--- config.mk ---
export PLATFORM = sky130hd
export DESIGN_NAME = motor_cmd_scheduler_flat
export DESIGN_NICKNAME = d
export VERILOG_FILES = /design/src/rtl/motor_cmd_scheduler_if.sv /design/src/rtl/motor_cmd_scheduler.sv /design/src/flat_wrapper.sv
export SDC_FILE = /design/constraint.sdc
export NUM_CORES = 1
export LEC_CHECK = 0
export CAP_MARGIN = 20
export CORE_ASPECT_RATIO = 1.25
export CORE_UTILIZATION = 47
export CTS_CLUSTER_DIAMETER = 150
export DETAILED_ROUTE_END_ITERATION = 10
export MAX_ROUTING_LAYER = met4
export PLACE_DENSITY = 0.74
export SYNTH_ARGS = -nofsm -noshare
export SYNTH_HDL_FRONTEND = slang
export SYNTH_SLANG_ARGS = --single-unit
export TNS_END_PERCENT = 10
--- constraint.sdc ---
create_clock -name clk -period 4.25 [get_ports clk]
set_input_delay 0.425 -clock clk [delete_from_list [all_inputs] [get_ports clk]]
set_output_delay 0.425 -clock clk [all_outputs]
set_load 0.05 [all_outputs]
--- src/rtl/motor_cmd_scheduler_if.sv ---
// Byte-stream handshake between the xbee receiver and motor_cmd_scheduler.
// A transfer occurs on a rising edge where rx_valid & rx_ready.
interface motor_cmd_scheduler_if;
  logic [7:0] rx_data;
  logic       rx_valid;
  logic       rx_ready;

  modport master (output rx_data, output rx_valid, input rx_ready);
  modport slave  (input rx_data, input rx_valid, output rx_ready);
endinterface

--- src/rtl/motor_cmd_scheduler.sv ---
// motor_cmd_scheduler: decodes two-byte frames (header, value) from the xbee
// receiver into registered duty cycles for the rear motor, front motor and
// steering servo.
// Optional feature: define MOTOR_CMD_WATCHDOG_EN to enable the link-loss
// watchdog that forces failsafe duties after WDOG_CYCLES without a frame.
module motor_cmd_scheduler #(
  parameter logic [31:0] WDOG_CYCLES  = 32'd50_000_000,
  parameter logic [7:0]  SERVO_CENTER = 8'd128
) (
  input  logic                        clk,
  input  logic                        rst,
  motor_cmd_scheduler_if.slave        rx,
  output logic [7:0]                  rear_motor,
  output logic [7:0]                  front_motor,
  output logic [7:0]                  servo,
  output logic                        cmd_err,
  output logic                        wdog_trip
);

  typedef enum logic [1:0] {IDLE, GOT_HDR, APPLY} state_t;

  state_t     state_q, state_d;
  logic       xfer;
  logic       hdr_ok;
  logic       apply;
  logic [1:0] tgt_q;
  logic [7:0] val_q;

  assign xfer   = rx.rx_valid & rx.rx_ready;
  assign hdr_ok = (rx.rx_data[7:4] == 4'hA);
  assign apply  = (state_q == APPLY);

  // Next-state and handshake decode
  always_comb begin
    state_d     = state_q;
    rx.rx_ready = 1'b1;
    case (state_q)
      IDLE:    if (xfer && hdr_ok) state_d = GOT_HDR;
      GOT_HDR: if (xfer) state_d = APPLY;
      APPLY: begin
        rx.rx_ready = 1'b0;
        state_d     = IDLE;
      end
      default: state_d = IDLE;
    endcase
  end

  // State register
  always_ff @(posedge clk) begin
    if (rst) state_q <= IDLE;
    else     state_q <= state_d;
  end

  // Latch header target and value byte as the frame arrives
  always_ff @(posedge clk) begin
    if (rst) begin
      tgt_q <= '0;
      val_q <= '0;
    end else begin
      if (state_q == IDLE && xfer && hdr_ok) tgt_q <= rx.rx_data[1:0];
      if (state_q == GOT_HDR && xfer)        val_q <= rx.rx_data;
    end
  end

  // One-cycle error pulse for a rejected header byte
  always_ff @(posedge clk) begin
    if (rst) cmd_err <= 1'b0;
    else     cmd_err <= (state_q == IDLE) && xfer && !hdr_ok;
  end

`ifdef MOTOR_CMD_WATCHDOG_EN
  logic [31:0] wdog_cnt;
  logic        wdog_expire;

  assign wdog_expire = (wdog_cnt == WDOG_CYCLES - 32'd1);

  // Watchdog counter: cleared by applied frames, saturates at expiry
  always_ff @(posedge clk) begin
    if (rst)               wdog_cnt <= '0;
    else if (apply)        wdog_cnt <= '0;
    else if (!wdog_expire) wdog_cnt <= wdog_cnt + 32'd1;
  end

  // Duty registers and failsafe flag; an apply takes priority over expiry.
  // While saturated, expiry is re-asserted every cycle, holding failsafe.
  always_ff @(posedge clk) begin
    if (rst) begin
      rear_motor  <= '0;
      front_motor <= '0;
      servo       <= SERVO_CENTER;
      wdog_trip   <= 1'b0;
    end else if (apply) begin
      wdog_trip <= 1'b0;
      case (tgt_q)
        2'b00: rear_motor  <= val_q;
        2'b01: front_motor <= val_q;
        2'b10: servo       <= val_q;
        default: begin
          rear_motor  <= val_q;
          front_motor <= val_q;
        end
      endcase
    end else if (wdog_expire) begin
      rear_motor  <= '0;
      front_motor <= '0;
      servo       <= SERVO_CENTER;
      wdog_trip   <= 1'b1;
    end
  end
`else
  assign wdog_trip = 1'b0;

  // Duty registers change only on apply or reset
  always_ff @(posedge clk) begin
    if (rst) begin
      rear_motor  <= '0;
      front_motor <= '0;
      servo       <= SERVO_CENTER;
    end else if (apply) begin
      case (tgt_q)
        2'b00: rear_motor  <= val_q;
        2'b01: front_motor <= val_q;
        2'b10: servo       <= val_q;
        default: begin
          rear_motor  <= val_q;
          front_motor <= val_q;
        end
      endcase
    end
  end
`endif

endmodule

--- src/flat_wrapper.sv ---
// flat-port wrapper written by rule: the top's interface ports become plain ports
module motor_cmd_scheduler_flat 
#(
  parameter logic [31:0] WDOG_CYCLES  = 32'd50_000_000,
  parameter logic [7:0]  SERVO_CENTER = 8'd128
)
  (clk, rst, rear_motor, front_motor, servo, cmd_err, wdog_trip, rx_rx_data, rx_rx_valid, rx_rx_ready);
  motor_cmd_scheduler_if rx_i ();
  input  logic clk;
  input  logic rst;
  output logic [7:0] rear_motor;
  output logic [7:0] front_motor;
  output logic [7:0] servo;
  output logic cmd_err;
  output logic wdog_trip;
  input wire logic [$bits(rx_i.rx_data)-1:0] rx_rx_data;
  input wire logic [$bits(rx_i.rx_valid)-1:0] rx_rx_valid;
  output wire logic [$bits(rx_i.rx_ready)-1:0] rx_rx_ready;
  assign rx_i.rx_data = rx_rx_data;
  assign rx_i.rx_valid = rx_rx_valid;
  assign rx_rx_ready = rx_i.rx_ready;
  motor_cmd_scheduler #(.WDOG_CYCLES(WDOG_CYCLES), .SERVO_CENTER(SERVO_CENTER)) u_core (.clk(clk), .rst(rst), .rx(rx_i), .rear_motor(rear_motor), .front_motor(front_motor), .servo(servo), .cmd_err(cmd_err), .wdog_trip(wdog_trip));
endmodule
**After elaboration in Yosys (flattened, before gate mapping)**

Index checks and enable logic that the tools add are counted.

- Equality and inequality tests: 7
- Muxes and demuxes: 4
- Bitwise gates (word level): 3
- Reductions and logical operators: 14

Operators by type and width:

| cell | count |
|---|---|
| $reduce_and 2->1 | 4 |
| $logic_and 1x1->1 | 5 |
| $eq 2x1->1 const B | 2 |
| $eq 2x2->1 const B | 2 |
| $eq 4x4->1 const B | 1 |
| $logic_not 2->1 | 2 |
| $mux 2 | 2 |
| $ne 2x1->1 const B | 2 |
| $pmux 2 s2 | 1 |
| $reduce_or 2->1 | 2 |
| $not 1->1 | 2 |
| $and 1x1->1 | 1 |
| $logic_not 1->1 | 1 |
| $mux 1 | 1 |

- Bits in registers: 37
- Output and inout port bits: 27
- Word-level logic and storage cells: 35

**Depth between registers and ports, before layout**

Gate-level depths: netlist of the first run.

- Word-level depth: 6
- Mapped depth: 6

**Worst setup path before layout of the first run**

No wires, ideal clock.

- Path type: register to register
- Start: register u_core.tgt_q[0]
- End: register u_core.front_motor[2]
- Arrival: 1.358 ns
- Required time: 4.118 ns
- Path slack: 2.760 ns
- Stages on the path, launching flop included: 7
- Buffers on the path: 1
- Clock period less this slack: 1.490 ns
- Path through: dfxtp_1 inv_1 ha_1 or4b_4 buf_6 nand2_1 a21oi_1

- Cells in the longest elaborated chain, start to end: 4
- Elaborated cells between the ends (all ways): 5

Ends and longest elaborated chain:

| what | RTL line | RTL |
|---|---|---|
| start, declared | motor_cmd_scheduler.sv:26 | `logic [1:0] tgt_q;` |
| start signal, assigned | motor_cmd_scheduler.sv:60 | `if (state_q == IDLE && xfer && hdr_ok) tgt_q <= rx.rx_data[1:0];` |
| $eq 2x2->1 / $logic_not 2->1 (equally long branches) | motor_cmd_scheduler.sv:120 | `case (tgt_q)` |
| $reduce_or 2->1 (no source line) (*) | - |  |
| $not 1->1 (no source line) (*) | - |  |
| $reduce_and 2->1 (no source line) (*) | - |  |
| end signal, assigned | motor_cmd_scheduler.sv:122 | `2'b01: front_motor <= val_q;` |
| end signal, assigned | motor_cmd_scheduler.sv:126 | `front_motor <= val_q;` |
| end, declared | motor_cmd_scheduler.sv:14 | `output logic [7:0] front_motor,` |

Mark *: on every way between the ends. The rest lies on a longest branch, timed or not.
A chain may end at the register's enable or synchronous reset.

**Final worst setup path of the first run**

- Start: register u_core.state_q[0]
- End: output rx_rx_ready

- Cells in the longest elaborated chain, start to end: 2

Ends and longest elaborated chain:

| what | RTL line | RTL |
|---|---|---|
| start, declared | motor_cmd_scheduler.sv:22 | `state_t state_q, state_d;` |
| start signal, assigned | motor_cmd_scheduler.sv:51 | `else state_q <= state_d;` |
| $eq 2x2->1 | motor_cmd_scheduler.sv:37 | `case (state_q)` |
| $mux 1 | motor_cmd_scheduler.sv:37 |  |
| end, declared | flat_wrapper.sv:18 | `output wire logic [$bits(rx_i.rx_ready)-1:0] rx_rx_ready;` |

Every way passes these cells.

==> metrics.md, run 1 <==
| Metric | Value |
|---|---|
| Status | finished, final reports clean |
| Via Count | 1099 |
| Row count | 22 |
| Clk buf depth | 2 |
| Initial antenna violation count | 0 |
| Syn avg cell area | about 10 µm² |
| Pins over their slew limit | 0 |
| TritonCTS Buffers | 5 |
| Largest family of logic cells by synthesized area | simple AND/OR/NAND/NOR gates |
| Peak supply drop | 0.322 mV |
| Seq cells post-synth | 37 |
| Yosys warns | 0 |
| Crit path max fanout | 10 |
| Post-Synth Simple-Gate Area | 0.205 |
| GR Util All Layers | 0.203 |
| Fin. Hold Viols | 0 |
| Unrepaired setup endpoints after global routing | no |
| GRT overflow | 0 |
| Worst endpoint required time | about 3800 ps |
| Max_cap viols | 0 |
| # DRC | 0 |
| Synth Area in Adders | 0.0173 |
| Tcrit/Tclk final | 0.531 |
| Setup TNS Final | 0 ps |
| Post-cts repair resize count | 0 |
| Share of layout cells above drive strength 1 | 0.0663 |
| Most frequent cells in the layout | 37 x dfxtp_1, 36 x clkdlybuf4s50_1, 25 x mux2i_1, 25 x nor2_1, 16 x nand2_1 |
| LEAKAGE | roughly 0.76 nW |
| Iteration-0 DRC Markers | 44 |
| Die area | between 0.003 and 0.004 mm² |
| Synth Area in XOR/XNOR | 0 |
| Min cycle time layout | 2260 ps |
| Type of origin of the critical path | flop |
| Area Overhead vs Synth | 31.4% |
| Syn Nets | around 160 |
| Hold buffers post-CTS | 0 |
| Core Area | about 0.0029 mm² |
| Vias in the first global route | 1088 |
| Initial Util | 0.495 |
| Post-DP Area | 0.00181 mm² |
| Drt wl/cell | 12.9 µm |
| Vias per inst | about 5.1 |
| Netlist cell types | 22 |
| WL final | 2800 µm |
| WHS | roughly 470 ps |
| Design area | 0.00190 mm² |
| Skew final | 4.00 ps |
| Largest net degree at the start of global routing | 23 |
| I/O Pins | 38 |
| Synth Area in Compound Gates | 0.0390 |
| First-pass GRT wire length | about 4800 µm |
| Sequential element share of the synthesized area | 0.513 |
| Gate Count Post-Synth | 145 |
| DIE WIDTH | between 50 and 60 µm |
| Die height | 64.0 µm |
| # fillers | 271 |
| Hold crit path type | flop to flop |
| Post-synth design cell area | 0.00144 mm² |
| Power Total | 0.630 mW |
| Worst-Skew Late Latency | 330 ps |
| Fin nets | between 150 and 200 |
| Setup crit end kind | output pin |
| N_diodes | 0 |
| Worst EP arrival | 1830 ps |
| Placed Cells | 209 |
| Dpl hpwl | 2020 µm |
| DRT antenna net count | 0 |
| Least-Margin Pin Slew | 683 ps |
| Rel. slew slack | 0.543 |
| DR pass1 iterations | 4 |
| # setup viols final | 0 |
| Pwr Density | 332 mW/mm² |
| CTS Root Cell | clkbuf_4 |
| Post-CTS setup buffers | 0 |
| Port-buffer cells | 36 |
| Most common cell after layout, fill and taps aside | dfxtp_1 |
| H-tree levels | 2 |
| Routability Congestion | 0.845 |
| # clock sinks | 37 |
| Worst-path clk slew | 100 ps |
| Fmax | around 440 MHz |
| Setup CP Type | flop to output pin |
| TritonCTS clock tree | done |
| Post-route insts no fill | 217 |
| Post-synthesis mux area share | 0.173 |
## sequential cells by signal, indices dropped and copies added, names as in the netlist
register	flops
u_core.state_q	2
u_core.servo	8
u_core.rear_motor	8
u_core.val_q	8
u_core.cmd_err	1
u_core.tgt_q	2
u_core.front_motor	8
## metal layers
layer,share of wire,track usage
met4,0.0093,0.0811
met2,0.50,0.323
met5,0,-
met3,0.041,0.0643
met1,0.45,0.232
## worst paths after layout
| path | startpoint | end | slack (ps) | depth (start not counted) |
|---|---|---|---|---|
| worst max-delay path | u_core.state_q[0] | rx_rx_ready | 1990 | 2 |
| worst min-delay path | u_core.front_motor[1] | u_core.front_motor[1] | 470 | 2 |
| worst max register to register | u_core.tgt_q[0] | u_core.servo[7] | 2560 | 4 |
| worst min register to register | u_core.front_motor[1] | u_core.front_motor[1] | 470 | 2 |
## Yosys cell counts
cell	instances	share of area
dfxtp_1	37	0.51
mux2i_1	25	0.17
nor2_1	25	0.065
nand2_1	16	0.042
a21oi_1	8	0.028
nand2b_1	7	0.030
clkbuf_1	4	0.010
buf_2	3	0.010
inv_1	3	0.0078
nand3b_1	3	0.016
buf_6	2	0.016
ha_1	2	0.017
a211o_1	1	0.0061
a211oi_1	1	0.0052
and4bb_1	1	0.0087
buf_4	1	0.0052
conb_1	1	0.0026
nor3b_1	1	0.0052
nor3b_2	1	0.0087
nor4_1	1	0.0043
nor4b_4	1	0.016
or4b_4	1	0.0095
## cell type report
cell class / instances / area, µm² / share of cell area
Multi-Input combinational cell: 95 / 632 / 0.333
Sequential cell: 37 / 741 / 0.391
Clock inverter: 1 / 30.0 / 0.0158
Tap cell: 36 / 45.0 / 0.0237
Timing Repair Buffer: 38 / 383 / 0.202
Clock buffer: 7 / 55.1 / 0.0290
Inverter: 3 / 11.3 / 0.00594
## through the flow
step,worst slack (ps),util
2_1_floorplan,2760,-
3_5_place_dp,2360,0.621
5_1_grt,1920,0.650
6_report,1990,0.650
4_1_cts,1990,0.650
3_3_place_gp,2150,0.616
## worst max-delay path, stage by stage, from the launching register on
cell,delay (ps)
dfxtp_1,560
nand2b_1,160
clkdlybuf4s50_1,790
## cells by family (layout without fill, tap and decap cells)
kind of cell,Yosys count,after routing
buffers and inverters,13,49
AND/OR/NAND/NOR,57,57
AO/OA/AOI/OAI,10,10
adder cells (fa/ha/maj),2,2
flip-flops,37,37
other,1,1
multiplexers,25,25
## power by group
| part | total, mW | leakage, nW | internal [mW] | switching [mW] |
|---|---|---|---|---|
| logic | 0.0288 | 0.412 | 0.0140 | 0.0148 |
| clock network | 0.252 | 0.0455 | 0.141 | 0.111 |
| registers | 0.349 | 0.298 | 0.348 | 0.00127 |
No activity file was read; power rests on OpenSTA's default activity.
==> run 2: changes to the inputs <==
clock period = 2.35 ns   (was 4.25 ns; I/O delays follow)
==> metrics.md, run 2 (synthesis results as in run 1) <==
| Metric | Value |
|---|---|
| Placed Cells | 209 (unchanged) |
| Global routing's busiest layer | met2 |
| GRT overflow | 0 (unchanged) |
| Fin nets | 193 (unchanged) |
| DRT antenna net count | 0 (unchanged) |
| Core Area | 0.00292 mm² (unchanged) |
| Share of layout cells above drive strength 1 | 0.0552 (-0.0110) |
| Setup TNS Final | 0 ps (unchanged) |
| Post-cts repair resize count | 0 (unchanged) |
| Post-CTS setup buffers | 0 (unchanged) |
| TritonCTS Buffers | 5 (unchanged) |
| Worst-Skew Late Latency | 340 ps (about the same) |
| Clk buf depth | 2 (unchanged) |
| DIE WIDTH | 51.6 µm (unchanged) |
| Worst endpoint required time | 2120 ps (-1710 ps) |
| TritonCTS clock tree | done |
| Peak supply drop | 0.408 mV (+27%) |
| Min cycle time layout | 2070 ps |
| GR Util met2 | 0.304 (-0.0195) |
| Hold depth | 2 (unchanged) |
| Rel. slew slack | 0.603 (+0.0592) |
| Most common cell after layout, fill and taps aside | dfxtp_1 |
| H-tree levels | 2 (unchanged) |
| Unrepaired setup endpoints after global routing | no |
| Area Overhead vs Synth | 28.3% |
| Initial antenna violation count | 0 (unchanged) |
| LEAKAGE | 0.735 nW (-2.9%) |
| Die height | 64.0 µm (unchanged) |
| Met3 Resource Use GR | 0.0738 (+0.00952) |
| I/O Pins | 38 (unchanged) |
| N_diodes | 0 (unchanged) |
| Setup crit end kind | output pin |
| Fmax | slightly below 500 MHz |
| Worst-path clk slew | 100 ps (about the same) |
| Row count | 22 (unchanged) |
| Post-route insts no fill | 217 (unchanged) |
| Met1 Use GR | 0.224 (-0.00894) |
| Dpl hpwl | 2010 µm (-0.27%) |
| Drt wl/cell | 12.8 µm (-0.93%) |
| Hold buffers post-CTS | 0 (unchanged) |
| Hold wc startpoint | u_core.front_motor[4] |
| Crit path max fanout | 10 (unchanged) |
| Via Count | 1058 (-3.7%) |
| Least-Margin Pin Slew | 594 ps (-88.4 ps) |
| Port-buffer cells | 36 (unchanged) |
| Pwr Density | 535 mW/mm² (+61%) |
| GR Util All Layers | 0.199 (-0.00349) |
| Iteration-0 DRC Markers | 24 (-45%) |
| Largest net degree at the start of global routing | 26 (+13%) |
| First-pass GRT wire length | 4640 µm (-2.9%) |
| WL final | 2770 µm (-0.93%) |
| Max_cap viols | 0 (unchanged) |
| Vias per inst | 4.88 (-3.7%) |
| Worst r2r src | u_core.tgt_q[0] |
| Utilization after layout | 0.635 (-0.0150) |
| Initial Util | 0.495 (unchanged) |
| Die area | 0.00330 mm² (unchanged) |
| RR Endpoint | u_core.servo[7] |
| Fin. Hold Viols | 0 (unchanged) |
| Pins over their slew limit | 0 (unchanged) |
| # clock sinks | 37 (unchanged) |
| Tcrit/Tclk final | 0.880 |
| Hold crit path type | flop to flop |
| Setup CP Type | flop to output pin |
| Routability Congestion | 0.779 (-7.7%) |
| Most frequent cells in the layout | 37 x dfxtp_1, 36 x clkdlybuf4s50_1, 25 x mux2i_1, 25 x nor2_1, 16 x nand2_1 |
| Worst r2r path cells | 4 (unchanged) |
| # setup viols final | 0 (unchanged) |
| WHS | 458 ps (-8.31 ps) |
| CTS Root Cell | clkbuf_4 |
| Vias in the first global route | 1041 (-4.3%) |
| Register-to-register setup slack | 700 ps (-1860 ps) |
| DR pass1 iterations | 4 (unchanged) |
| Status | finished, final reports clean |
| Type of origin of the critical path | flop |
| Skew final | 3.42 ps (-0.584 ps) |
| # DRC | 0 (unchanged) |
| Worst EP arrival | 1830 ps (about the same) |
| Hold path endpoint | u_core.front_motor[4] |
run 2: cell count changes in the layout (fill, tap and decap cells not counted):
cell / before / now
buf_4: 1 / 2
buf_8: 1 / 0
bufinv_16: 1 / 0
clkbuf_1: 1 / 3
clkbuf_8: 1 / 0
run 2: worst max-delay path by stage:
stage / startpoint / endpoint / slack [ps]
6_report: u_core.state_q[0] / rx_rx_ready / 280
5_1_grt: u_core.state_q[0] / rx_rx_ready / 200
4_1_cts: u_core.state_q[0] / rx_rx_ready / 260
3_5_place_dp: u_core.state_q[0] / rx_rx_ready / 650
3_3_place_gp: u_core.state_q[0] / rx_rx_ready / 680
2_1_floorplan: u_core.tgt_q[0] / u_core.front_motor[2] / 860
run 2: metal layers:
metal	share of wire	vias up	wire length, µm
li1	-	546	-
met3	0.055	7	152
met2	0.48	27	1320
met1	0.45	478	1240
met4	0.019	0	54
met5	0	-	0
run 2: report_power, final:
group | leakage (nW) | switching, mW | internal, mW
Sequential | 0.298 | 0.00227 | 0.629
Clock | 0.0265 | 0.191 | 0.119
Combinational | 0.410 | 0.0264 | 0.0242
run 2: layout make-up:
cell class	count	area, µm²
well taps	36	45.0
inverters	3	11.3
clock buffers	8	48.8
repair buffers	38	375
multi-input cells	95	632
fillers	273	1060
flip-flops and latches	37	741
run 2: stage by stage:
step	power, mW	setup WS, ps	area, µm²
6_report	0.992	283	1850
2_1_floorplan	0.673	860	1440
4_1_cts	1.01	263	1850
5_1_grt	1.03	203	1850
3_5_place_dp	0.697	652	1800
3_3_place_gp	0.696	684	1800
run 2: worst max-delay path, stage by stage (launching register included):
cell and delay, ps:
dfxtp_1 550, nand2b_1 160, clkdlybuf4s50_1 790
==> run 3: changes to the inputs <==
CORE_UTILIZATION = 42   (was 47)
PLACE_DENSITY = 0.69   (was 0.74)
clock period = 1.8 ns   (was 2.35 ns; I/O delays follow)
==> metrics.md, run 3 (synthesis results as in run 1) <==
| Metric | Value |
|---|---|
| Status | finished, final reports clean |
| Crit path max fanout | 2 (-8) |
| Share of layout cells above drive strength 1 | 0.0769 (+0.0217) |
| Row count | 23 (+4.5%) |
| TritonCTS clock tree | done |
| Fmax | around 610 MHz |
| CTS Root Cell | clkbuf_8 |
| Power Total | 1.62 mW (+63%) |
| N_diodes | 0 (unchanged) |
| Worst endpoint required time | 1620 ps (-500 ps) |
| Peak supply drop | 0.750 mV (+84%) |
| GR Util All Layers | 0.191 (-0.00859) |
| Fin. Hold Viols | 0 (unchanged) |
| DR pass1 iterations | 4 (unchanged) |
| Max_cap viols | 0 (unchanged) |
| Post-DP Area | 0.00182 mm² (+1.0%) |
| Initial Util | 0.444 (-0.0508) |
| Post-cts repair resize count | 0 (unchanged) |
| Largest net degree at the start of global routing | 40 (+54%) |
| Tcrit/Tclk final | 0.913 |
| Vias in the first global route | 1030 (-1.1%) |
| DRT antenna net count | 0 (unchanged) |
| Setup TNS Final | 0 ps (unchanged) |
| Post-route insts no fill | 219 (+0.92%) |
| Vias per inst | 4.87 (-0.16%) |
| Hold crit path type | flop to flop |
| CP peak stage delay | 830 ps (+40 ps) |
| Most frequent cells in the layout | 37 x dfxtp_1, 35 x clkdlybuf4s50_1, 25 x mux2i_1, 25 x nor2_1, 16 x nand2_1 |
| Via Count | 1066 (+0.76%) |
| Pins over their slew limit | 0 (unchanged) |
| Rel. slew slack | 0.644 (+0.0417) |
| Drt wl/cell | 12.8 µm (+0.48%) |
| Worst EP arrival | 1460 ps (-370 ps) |
| Min cycle time layout | 1640 ps |
| Fin worst setup slack | 156 ps (-127 ps) |
| LEAKAGE | 0.775 nW (+5.5%) |
| # clock sinks | 37 (unchanged) |
| Skew final | 2.31 ps (-1.10 ps) |
| Design area | 0.00194 mm² (+4.7%) |
| Die height | 67.6 µm (+5.6%) |
| Core Area | 0.00325 mm² (+11%) |
| Unrepaired setup endpoints after global routing | no |
| Type of origin of the critical path | flop |
| Crit path max-delay cell type | clkdlybuf4s50_1 |
| Area Overhead vs Synth | 34.3% |
| Crit path max-delay family | buffers and inverters |
| Dpl hpwl | 2070 µm (+2.9%) |
| Iteration-0 DRC Markers | 25 (+4.2%) |
| # DRC | 0 (unchanged) |
| Placed Cells | 211 (+0.96%) |
| # setup viols final | 0 (unchanged) |
| Setup crit end kind | output pin |
| Least-Margin Pin Slew | 532 ps (-62.4 ps) |
| Pwr Density | 836 mW/mm² (+56%) |
| Most common cell after layout, fill and taps aside | dfxtp_1 |
| H-tree levels | 2 (unchanged) |
| Routability Congestion | 0.738 (-5.3%) |
| Worst-path clk slew | 70 ps (-30 ps) |
| Fin nets | 194 (+0.52%) |
| Die area | 0.00368 mm² (+11%) |
| First-pass GRT wire length | 4680 µm (+0.75%) |
| Worst-Skew Late Latency | 290 ps (-50 ps) |
| Hold buffers post-CTS | 0 (unchanged) |
| Post-CTS setup buffers | 0 (unchanged) |
| Clk buf depth | 2 (unchanged) |
| CP bufs+invs | 1 (unchanged) |
| DIE WIDTH | 54.4 µm (+5.6%) |
| Initial antenna violation count | 0 (unchanged) |
| WL final | 2810 µm (+1.4%) |
| Crit-path cells | clkdlybuf4s50_1 |
| TritonCTS Buffers | 5 (unchanged) |
| I/O Pins | 38 (unchanged) |
| GRT overflow | 0 (unchanged) |
| Setup CP Type | flop to output pin |
| Port-buffer cells | 36 (unchanged) |
| Setup slack after placement | 236 ps (-415 ps) |
run 3: report_power, final:
group          switching [mW]  leakage (nW)  internal, mW  total (mW)
clock network           0.275        0.0585         0.451       0.726
logic                  0.0348         0.418        0.0347      0.0695
registers             0.00304         0.298         0.822       0.825
run 3: worst min-delay path, delay by kind of cell, from the launching register on:
kind / cells / cell delay [ps]
simple gates: 1 / 50
flops: 1 / 310
compound gates: 1 / 50
run 3: final timing paths:
kind / from / endpoint / slack, ps / depth (start not counted)
setup / recovery: u_core.rear_motor[3] / rear_motor[3] / 160 / 1
setup reg to reg: u_core.tgt_q[0] / u_core.servo[7] / 230 / 4
hold reg to reg: u_core.front_motor[1] / u_core.front_motor[1] / 460 / 2
hold / removal: u_core.front_motor[1] / u_core.front_motor[1] / 460 / 2
run 3: layer usage:
metal,part of all wire,global-route usage
met3,0.046,0.0698
met4,0.019,0.0801
met2,0.51,0.291
met5,0,-
met1,0.43,0.221
run 3: cell type report:
| cell class | count | area (µm²) |
|---|---|---|
| clock inverters | 1 | 30.0 |
| clock buffers | 7 | 86.3 |
| inverters | 3 | 11.3 |
| multi-input cells | 95 | 632 |
| flip-flops and latches | 37 | 741 |
| fillers | 303 | 1310 |
| repair buffers | 39 | 393 |
| well taps | 37 | 46.3 |
run 3: stage by stage:
step                 util  hold WS, ps
floorplan               -          324
global placement    0.561          442
detailed placement  0.561          448
CTS                 0.596          458
global route        0.596          486
finish              0.596          456
